<file path="config.mk">
export PLATFORM = sky130hd
export DESIGN_NAME = imm_pack
export DESIGN_NICKNAME = d
export VERILOG_FILES = /design/src/rtl/imm_pack.sv
export SDC_FILE = /design/constraint.sdc
export NUM_CORES = 1
export LEC_CHECK = 0
export BUFFER_PORTS_ARGS = -buffer_cell sky130_fd_sc_hd__buf_2
export CORE_ASPECT_RATIO = 0.9
export CORE_MARGIN = 4
export CORE_UTILIZATION = 58
export DETAILED_ROUTE_END_ITERATION = 7
export PLACE_DENSITY = 0.84
export SLEW_MARGIN = 10
export SYNTH_ARGS = -nofsm -noshare
export SYNTH_HDL_FRONTEND = slang
export SYNTH_SLANG_ARGS = --single-unit
</file>
<file path="constraint.sdc">
create_clock -name clk -period 6.1 [get_ports clk]
set_input_delay 0.305 -clock clk [delete_from_list [all_inputs] [get_ports clk]]
set_output_delay 0.305 -clock clk [all_outputs]
set_load 0.02 [all_outputs]
</file>
<file path="src/rtl/imm_pack.sv">
// imm_pack: encodes a 32-bit constant as one or two (imm[15:0], eop[1:0]) words.
// When the immediate extender expands these words, it reproduces the original value.
// A split constant is rebuilt as ext(word1) | ext(word2).
//
// Ports:
//   clk, reset              clock and asynchronous active-high reset
//   in_valid/in_ready       input stream handshake; in_value is the constant
//   out_valid/out_ready     output stream handshake
//   out_imm, out_eop        immediate field and extender op
//                           (00 sext, 01 zext, 10 lui, 11 sext<<2)
//   out_last                marks the final word of a constant
//   split_cnt               saturating count of split constants
//                           (present only with IMM_PACK_CNT_EN)
//
// Parameter SHIFT_MODE: 1 allows the single-word sext<<2 encoding (eop=11).
// Optional feature macro: IMM_PACK_CNT_EN (adds the split_cnt port and counter).
//
// state | meaning
// IDLE  | waiting for a constant, in_ready high
// EMIT1 | presenting first (or only) word
// EMIT2 | presenting low half of a split constant, last=1
module imm_pack #(
  parameter bit SHIFT_MODE = 1'b1
) (
  input  logic        clk,
  input  logic        reset,
  input  logic        in_valid,
  output logic        in_ready,
  input  logic [31:0] in_value,
  output logic        out_valid,
  input  logic        out_ready,
  output logic [15:0] out_imm,
  output logic [1:0]  out_eop,
  output logic        out_last
`ifdef IMM_PACK_CNT_EN
  ,
  output logic [15:0] split_cnt
`endif
);

  typedef enum logic [1:0] {IDLE, EMIT1, EMIT2} state_t;

  state_t      state_q, state_d;
  logic        out_valid_q, out_valid_d;
  logic [15:0] out_imm_q, out_imm_d;
  logic [1:0]  out_eop_q, out_eop_d;
  logic        out_last_q, out_last_d;
  logic [15:0] lo_q, lo_d;

  logic [15:0] cls_imm;
  logic [1:0]  cls_eop;
  logic        cls_split;
  logic        accept;

  assign in_ready  = (state_q == IDLE) && !reset;
  assign accept    = in_valid && in_ready;
  assign out_valid = out_valid_q;
  assign out_imm   = out_imm_q;
  assign out_eop   = out_eop_q;
  assign out_last  = out_last_q;

  // Classification, first match wins.
  always_comb begin
    cls_imm   = in_value[31:16];
    cls_eop   = 2'b10;
    cls_split = 1'b1;
    if ((&in_value[31:15]) || !(|in_value[31:15])) begin
      cls_imm   = in_value[15:0];
      cls_eop   = 2'b00;
      cls_split = 1'b0;
    end else if (!(|in_value[31:16])) begin
      cls_imm   = in_value[15:0];
      cls_eop   = 2'b01;
      cls_split = 1'b0;
    end else if (!(|in_value[15:0])) begin
      cls_imm   = in_value[31:16];
      cls_eop   = 2'b10;
      cls_split = 1'b0;
    end else if (SHIFT_MODE && (in_value[1:0] == 2'b00) &&
                 ((&in_value[31:17]) || !(|in_value[31:17]))) begin
      cls_imm   = in_value[17:2];
      cls_eop   = 2'b11;
      cls_split = 1'b0;
    end
  end

  always_comb begin
    state_d     = state_q;
    out_valid_d = out_valid_q;
    out_imm_d   = out_imm_q;
    out_eop_d   = out_eop_q;
    out_last_d  = out_last_q;
    lo_d        = lo_q;
    case (state_q)
      IDLE: begin
        if (accept) begin
          state_d     = EMIT1;
          out_valid_d = 1'b1;
          out_imm_d   = cls_imm;
          out_eop_d   = cls_eop;
          out_last_d  = !cls_split;
          lo_d        = in_value[15:0];
        end
      end
      EMIT1: begin
        if (out_valid_q && out_ready) begin
          if (out_last_q) begin
            state_d     = IDLE;
            out_valid_d = 1'b0;
            out_imm_d   = 16'h0000;
            out_eop_d   = 2'b00;
            out_last_d  = 1'b0;
          end else begin
            // Low half always goes out zero-extended so the OR rebuild is exact.
            state_d    = EMIT2;
            out_imm_d  = lo_q;
            out_eop_d  = 2'b01;
            out_last_d = 1'b1;
          end
        end
      end
      EMIT2: begin
        if (out_valid_q && out_ready) begin
          state_d     = IDLE;
          out_valid_d = 1'b0;
          out_imm_d   = 16'h0000;
          out_eop_d   = 2'b00;
          out_last_d  = 1'b0;
        end
      end
      default: begin
        state_d     = IDLE;
        out_valid_d = 1'b0;
        out_imm_d   = 16'h0000;
        out_eop_d   = 2'b00;
        out_last_d  = 1'b0;
      end
    endcase
  end

  always_ff @(posedge clk or posedge reset) begin
    if (reset) begin
      state_q     <= IDLE;
      out_valid_q <= 1'b0;
      out_imm_q   <= 16'h0000;
      out_eop_q   <= 2'b00;
      out_last_q  <= 1'b0;
      lo_q        <= 16'h0000;
    end else begin
      state_q     <= state_d;
      out_valid_q <= out_valid_d;
      out_imm_q   <= out_imm_d;
      out_eop_q   <= out_eop_d;
      out_last_q  <= out_last_d;
      lo_q        <= lo_d;
    end
  end

`ifdef IMM_PACK_CNT_EN
  logic [15:0] split_cnt_q, split_cnt_d;

  always_comb begin
    split_cnt_d = split_cnt_q;
    if (accept && cls_split && (split_cnt_q != 16'hFFFF)) begin
      split_cnt_d = split_cnt_q + 16'd1;
    end
  end

  always_ff @(posedge clk or posedge reset) begin
    if (reset) begin
      split_cnt_q <= 16'h0000;
    end else begin
      split_cnt_q <= split_cnt_d;
    end
  end

  assign split_cnt = split_cnt_q;
`endif

endmodule
</file>
* Word-level counts from Yosys, hierarchy flattened
Index checks and enable logic that the tools add are counted.
Cells by class: equal/unequal tests 6, mux-type cells 35, reductions and logical operators 21
Operators with widths (count):
- 16-bit 2-to-1 mux | 8
- 16-bit case mux with 3 select lines | 1
- 16-bit OR reduction | 2
- 17-bit AND reduction | 1
- 17-bit OR reduction | 1
- 2-bit 2-to-1 mux | 8
- 15-bit AND reduction | 1
- 15-bit OR reduction | 1
- 1-bit 2-to-1 mux | 14
- 2-bit case mux with 3 select lines | 2
- 2-bit inequality test, second input constant | 4
- 1-bit case mux with 3 select lines | 2
- 1-bit logical AND | 4
- 1-bit zero test | 4
- 2-bit zero test | 2
- 4-bit AND reduction | 1
- 3-bit AND reduction | 1
- 2-bit by 1-bit == test with 1-bit output, second input constant | 1
- 2-bit == test, second input constant | 1
- 1-bit logical OR | 2
- 2-bit AND reduction | 1
Storage, ports and cells: register bits after elaboration 38, input port bits 36, output and inout bits 21, logic and storage cells 68

* Longest topological paths before layout
Gate-level depths: netlist of run 1.
depth in word-level cells 11, depth in mapped cells 8, mapped depth without buffers 6

* Worst setup path after synthesis of run 1
No wires, ideal clock.
path type in2reg, start input port reset, end register out_imm_q[14] (netlist: out_imm[14]), library setup time 0.083 ns, arrival 2.135 ns, data required time 6.017 ns, slack 3.883 ns, cell stages on the path 6, buffers on the path 2, cells stage by stage inv_1 > and3_1 > clkbuf_1 > clkbuf_1 > o221ai_1 > o21ai_0
Between the ends: word-level cells in the longest chain between the ends 5
Ends and longest elaborated chain:
- start, declared | RTL line 26 | input logic reset,
- 1-bit zero test (no source line)
- 1-bit logical AND | RTL line 55 | assign in_ready = (state_q == IDLE) && !reset;
- 1-bit logical AND | RTL line 56 | assign accept = in_valid && in_ready;
- 2-bit inequality test (no source line)
- 3-bit AND reduction (no source line)
- end signal, assigned | RTL line 152 | out_imm_q <= out_imm_d;
- end, declared | RTL line 45 | logic [15:0] out_imm_q, out_imm_d;
No other way between the ends. A chain may end at the register's enable or synchronous reset.

* Worst setup path after layout of run 1
start register state_q[1], end register out_last_q (netlist: out_last)
Between the ends: word-level cells in the longest chain between the ends 5, elaborated cells between the ends (all ways) 10
Ends and longest elaborated chain:
- start, declared | RTL line 43 | state_t state_q, state_d;
- start signal, assigned | RTL line 150 | state_q <= state_d;
- 2-bit zero test | RTL line 55, 94
- 1-bit logical AND | RTL line 55
- 1-bit logical AND | RTL line 56
- 2-bit inequality test (no source line)
- 3-bit AND reduction (no source line)
- end signal, assigned | RTL line 154 | out_last_q <= out_last_d;
- end, declared | RTL line 47 | logic out_last_q, out_last_d;
Parallel ways exist; a longest one is shown, timed or not.

==> results of run 1 <==
[per-stage QoR]
stage               cell area [um2]  power (W)
CTS                            2684   0.001262
finish                         2684   0.001271
global route                   2684   0.001366
detailed placement             2608   0.001099
global placement               2608   0.001087
floorplan                      2342  0.0009177
[metal layers]
layer,routed length (um),up-vias,track usage (%)
li1,-,1108,-
met1,2827,1131,39.43
met2,3065,155,42.93
met3,715,10,5.727
met4,91,0,9.556
met5,0,-,0
[placed cells by master (no fill, tap or decap), types with 3 or more instances in the layout]
| cell type | synthesis | layout |
|---|---|---|
| o21ai_0 | 12 | 12 |
| buf_2 | 2 | 56 |
| nand3_1 | 4 | 4 |
| inv_1 | 3 | 3 |
| nand4_1 | 4 | 4 |
| a221oi_2 | 4 | 4 |
| o31ai_2 | 4 | 4 |
| a2111oi_0 | 4 | 4 |
| and3_1 | 7 | 7 |
| a221oi_1 | 4 | 4 |
| buf_4 | 0 | 4 |
| a211oi_1 | 4 | 4 |
| a221o_1 | 4 | 4 |
| nor3_1 | 11 | 10 |
| or4_4 | 4 | 4 |
| a21oi_1 | 33 | 33 |
| nor2_1 | 13 | 13 |
| dfrtp_1 | 38 | 38 |
| clkbuf_8 | 0 | 5 |
| nand2_1 | 59 | 59 |
| nor4_1 | 4 | 4 |
[state kept, by name, indices dropped and copies added, names as in the netlist]
register   count
lo_q          16
out_eop        2
out_imm       16
out_last       1
out_valid      1
state_q        2
[worst max-delay path by stage]
stage	from	endpoint	slack [ns]	cells past startpoint
floorplan	reset	out_imm[14]	3.88	6
global placement	in_value[24]	out_imm[13]	3.49	7
detailed placement	state_q[1]	out_last	3.38	4
CTS	state_q[1]	out_last	3.35	4
global route	state_q[1]	out_last	3.13	4
finish	state_q[1]	out_last	3.26	4
[power by group through the flow]
| stage | clock (W) | sequential, W | combinational, W |
|---|---|---|---|
| final | 0.000161 | 0.000465 | 0.000645 |
| after detailed placement | 0 | 0.000467 | 0.000632 |
| after global routing | 0.000173 | 0.000479 | 0.000713 |
| after CTS | 0.000162 | 0.000462 | 0.000638 |
| after global placement | 0 | 0.000463 | 0.000624 |
| after floorplan | 0 | 0.000511 | 0.000406 |
[final cells by class]
class,instances,area (um2)
tap,46,57.56
fill,317,1126
timing repair buffer,60,310.3
clock buffer,7,76.32
multi-input combinational,207,1277
sequential,38,950.9
inverter,3,11.26
[critical path, cell delays in order (launching register included)]
cell and delay (ns):
dfrtp_1 0.58, nor2_1 0.66, nand3_1 0.80, a221oi_1 0.58, a211o_1 0.15
[cell families (layout without fill, tap and decap cells)]
family                 count (synthesis)  after routing  share of synthesized area [%]
AO/OA/AOI/OAI                         90             90                          28.53
buffers and inverters                 23             70                          5.075
flip-flops                            38             38                          40.60
AND/OR/NAND/NOR                      117            117                          25.80
[cell usage after synthesis, types with 2 or more instances]
cell type / n / share of area (%)
nor4_4: 2 / 1.8
nand4_1: 4 / 1.1
buf_2: 2 / 0.43
nor4_1: 4 / 1.1
buf_6: 4 / 1.9
a211oi_1: 4 / 1.3
nand2_1: 59 / 9.5
a222oi_1: 2 / 0.85
nor3_1: 11 / 2.4
nand3_1: 4 / 0.85
o31ai_2: 4 / 2.1
clkbuf_1: 14 / 2.2
or4_4: 4 / 1.9
o21ai_0: 12 / 2.6
a221o_1: 4 / 1.7
a2111oi_0: 4 / 1.5
a221oi_1: 4 / 1.5
a21oi_1: 33 / 7.1
o31ai_1: 2 / 0.64
a221oi_2: 4 / 2.6
inv_1: 3 / 0.48
dfrtp_1: 38 / 41
and3_1: 7 / 1.9
a31oi_1: 2 / 0.53
a31o_2: 2 / 0.75
nor2_1: 13 / 2.1
==> metrics.txt, run 1 <==
status completed; Clock Sinks 38; share of flip-flops with an asynchronous set or reset 100.0%; worst slack, placed 3.378 ns; Min Clock Period, post-route 2.835 ns; Worst Path Class, Setup reg2reg; CTS tree yes; Setup Skew 0.006474 ns; Comb power frac 50.7%; setup_tns 0 ns; sequential share of power 36.6%; crit share post-route 46.48%; Final Util 70.44%; reg2reg end out_last; cell area after synthesis 0.002342 mm2; drt first-iter violations 244; post-CTS setup buffer count 0; DRT antenna net count 0; vias in the first global route 2284; die width 74.99 um; Ys Warns 0; routed via count 2404; Detailed Routing Iterations Pass 1 5; Max clock buf depth 2; number of placed cells counting well taps 354; number of buffers created by CTS 5; I/O Buffers 56; Ant. Diodes 0; Slew HR 31.41%; Synth cell types 48; f_max 352.7 MHz; hold slack final 0.1507 ns; Avg Cell Area, Syn 8.740 um2; Synth Net Count 304; r2r setup slk 3.26 ns; synthesis-to-layout area growth 14.58%; worst-skew pair later-pin latency 0.29 ns; Slew @ Worst Pin 1.029 ns; Critical Path RT 6.33 ns; Power Internal 0.0006848 W; Reg2Reg Depth 4; EDFF count, synth 0; Setup WS post-layout 3.265 ns; Die ar. 0.005120 mm2; dpl hpwl 4658 um; Starting Density 61.48%; Top-Level Pins 57; final-report setup violation count 0; Crit. End Element register; die height 68.29 um; Residual DRC 0; # nets final 351; max-slew violation count 0; Routed WL 6701 um; RD Place Congestion 0.8839; maximum VDD drop 0.2177 mV; maxcap violations 0; vias per std cell 6.659; global route overflow 0; nature of the critical path startpoint register; clock share of power 12.7%; post-synthesis sequential area ratio 40.60%; Post-Layout Cell Count 361; total track usage 28.06%; CTS H-tree lvls 2; #FFs+latches synth 38; Resized cells post-CTS 0; Hold WC Path Type in2async; site row count 21; reg-to-reg critical path startpoint state_q[1]; Hold Vio Cnt, Final 0; leakage power 1.236 nW; Mapped Cells 268; Avg WL per Cell 18.56 um; RSZ-0062 raised after global routing false; Root Buffer clkbuf_8; hold buffer count at CTS 0; pwr/cell area 473.5 mW/mm2; Reg clk slew, reported paths 0.07 ns; antenna violations before repair 0; CORE AREA 0.003810 mm2; crit-path max FO 21; Sw Share 46.11%; Post-synth top flop dfrtp_1; layout cell share with drive strength beyond 1 28.89%; Sw Pwr 0.0005859 W; crit path DAT 3.07 ns; largest net degree at the start of global routing 41; global-route wire length before repair 11010 um
(Power assumes the default switching activity.)
==> inputs of run 2 (changes only) <==
- CORE_UTILIZATION: 58 -> 48
- PLACE_DENSITY: 0.84 -> 0.74
- clock period: 6.1 -> 2.3 ns (I/O delays scaled with it)
==> run 2 against run 1 <==
Final cell count grew 9.1%. Combinational power grew to 3.0 times the previous value. Worst hold slack lost 0.092 ns. Wire length grew 8.6%. Sequential power grew to 2.6 times the previous value. First-iteration DRC count shrank 36%. Clock power grew to 3.0 times the previous value. Setup slack lost 3.1 ns. Register-to-register slack lost 3.0 ns. Sequential share of layout area shrank 2.0 points. Total power grew to 2.8 times the previous value. Critical path type is now in2reg. Critical endpoint is now out_imm[10]. Largest cell class unchanged. Largest power group unchanged. Highest routed layer unchanged.
==> metrics.txt, run 2 (synthesis results as in run 1) <==
status completed; Ant. Diodes 0; dpl hpwl 5395 um; CTS H-tree lvls 2; crit-path max FO 11; Max clock buf depth 2; Root Buffer clkbuf_8; Final Util 62.15%; final-report setup violation count 0; vias per std cell 6.241; leading cell type in the layout, fill and taps excluded nand2_1; layout cell share with drive strength beyond 1 32.83%; storage element area 950.9 um2; die height 74.27 um; RSZ-0062 raised after global routing false; area of the multi-input gates 0.001280 mm2; WP depth 7; Clock Sinks 38; most frequent cells in the layout nand2_1 (59), buf_2 (56), dfrtp_1 (38); Reg clk slew, reported paths 0.08 ns; Detailed Routing Iterations Pass 1 5; Die ar. 0.006063 mm2; f_max 477.0 MHz; vias in the first global route 2424; maximum VDD drop 0.7535 mV; Hold Vio Cnt, Final 0; Crit path buffers/inverters 3; CTS tree yes; Critical Path Slowest Stage Cell dlygate4sd3_1; routed via count 2459; Crit. End Element register; fill cell count 415; Slew HR 64.49%; drt first-iter violations 157; Reg2Reg Depth 5; Setup Skew 0.005565 ns; Avg WL per Cell 18.47 um; Hold WC Path Type in2reg; global route overflow 0; Min Clock Period, post-route 2.097 ns; I/O Buffers 56; CORE AREA 0.004576 mm2; Crit. Startpoint reset; total track usage 25.33%; reg2reg end out_imm[10]; # nets final 367; largest net degree at the start of global routing 37; maxcap violations 0; synthesis-to-layout area growth 21.42%; antenna violations before repair 0; RD Place Congestion 0.8909; Starting Density 51.19%; worst-skew pair later-pin latency 0.30 ns; global-route wire length before repair 11740 um; max incr delay on CP 0.53 ns; WHS Endpoint lo_q[4]; leakage power 1.328 nW; r2r setup slk 0.28 ns; site row count 23; Residual DRC 0; nature of the critical path startpoint input port; Routed WL 7279 um; reg-to-reg critical path startpoint state_q[1]; Slew @ Worst Pin 0.5192 ns; Top-Level Pins 57; crit path DAT 2.27 ns; post-CTS setup buffer count 0; setup_tns 0 ns; crit share post-route 91.16%; Worst Path Class, Setup in2reg; pwr/cell area 1269 mW/mm2; max-slew violation count 0; number of buffers created by CTS 5; DRT antenna net count 0; hold path start in_value[4]; hold depth 3; Critical Path RT 2.47 ns; die width 81.64 um; crit path cell chain dlygate4sd3_1 -> buf_2 -> or3b_1 -> a32o_2 -> buf_4 -> a2111oi_0 -> nor3_2; family with the most delay on the worst path buffers and inverters
==> run 2: worst max-delay path by stage <==
stage,endpoint,slack (ns)
5_1_grt,out_imm[11],0.1
6_report,out_imm[10],0.20
3_3_place_gp,out_imm[11],0.12
3_5_place_dp,out_imm[3],0.1
4_1_cts,out_imm[10],0.13
2_1_floorplan,out_imm[10],0.20
==> run 2: layer usage <==
layer,track usage [%],share of wire (%)
met1,34.25,43
met2,39.78,45
met3,5.327,9.2
met4,10.52,2.6
met5,0,0
==> run 2: cell type report <==
| cell class | count | area share (%) |
|---|---|---|
| Inverter | 3 | 0.3960 |
| Tap cell | 62 | 2.728 |
| Timing Repair Buffer | 76 | 15.22 |
| Clock inverter | 1 | 0.1760 |
| Clock buffer | 7 | 3.036 |
| Multi-Input combinational cell | 207 | 45.01 |
| Sequential cell | 38 | 33.44 |
==> run 2: power by group <==
| part | total [W] | switching (W) | internal [W] |
|---|---|---|---|
| registers | 0.00119 | 0.000208 | 0.000987 |
| logic | 0.00193 | 0.00119 | 0.000738 |
| clock network | 0.000485 | 0.000243 | 0.000242 |
==> run 2: worst min-delay path: cells and delay by family <==
| kind | cells | cell delay, ns |
|---|---|---|
| buffers and inverters | 1 | 0.12 |
| AND/OR/NAND/NOR | 2 | 0.10 |
==> run 2: timing repair <==
action,in CTS,in global routing
endpoints found under the setup margin,0,1
gates resized for setup,0,2
hold buffers,1,0
hold endpoints to repair,2,0
==> run 2: through the flow <==
| stage | hold slack, ns | cell area, um2 | total power (W) | setup WS, ns | std cells |
|---|---|---|---|---|---|
| after floorplan | 0.2204 | 2342 | 0.002434 | 0.1990 | 268 |
| after global placement | 0.01611 | 2740 | 0.003048 | 0.1163 | 385 |
| after detailed placement | 0.02387 | 2740 | 0.003105 | 0.09687 | 385 |
| after CTS | 0.05837 | 2841 | 0.003588 | 0.1335 | 394 |
| after global routing | 0.06449 | 2844 | 0.003856 | 0.09507 | 394 |
| final | 0.05906 | 2844 | 0.003608 | 0.2034 | 394 |
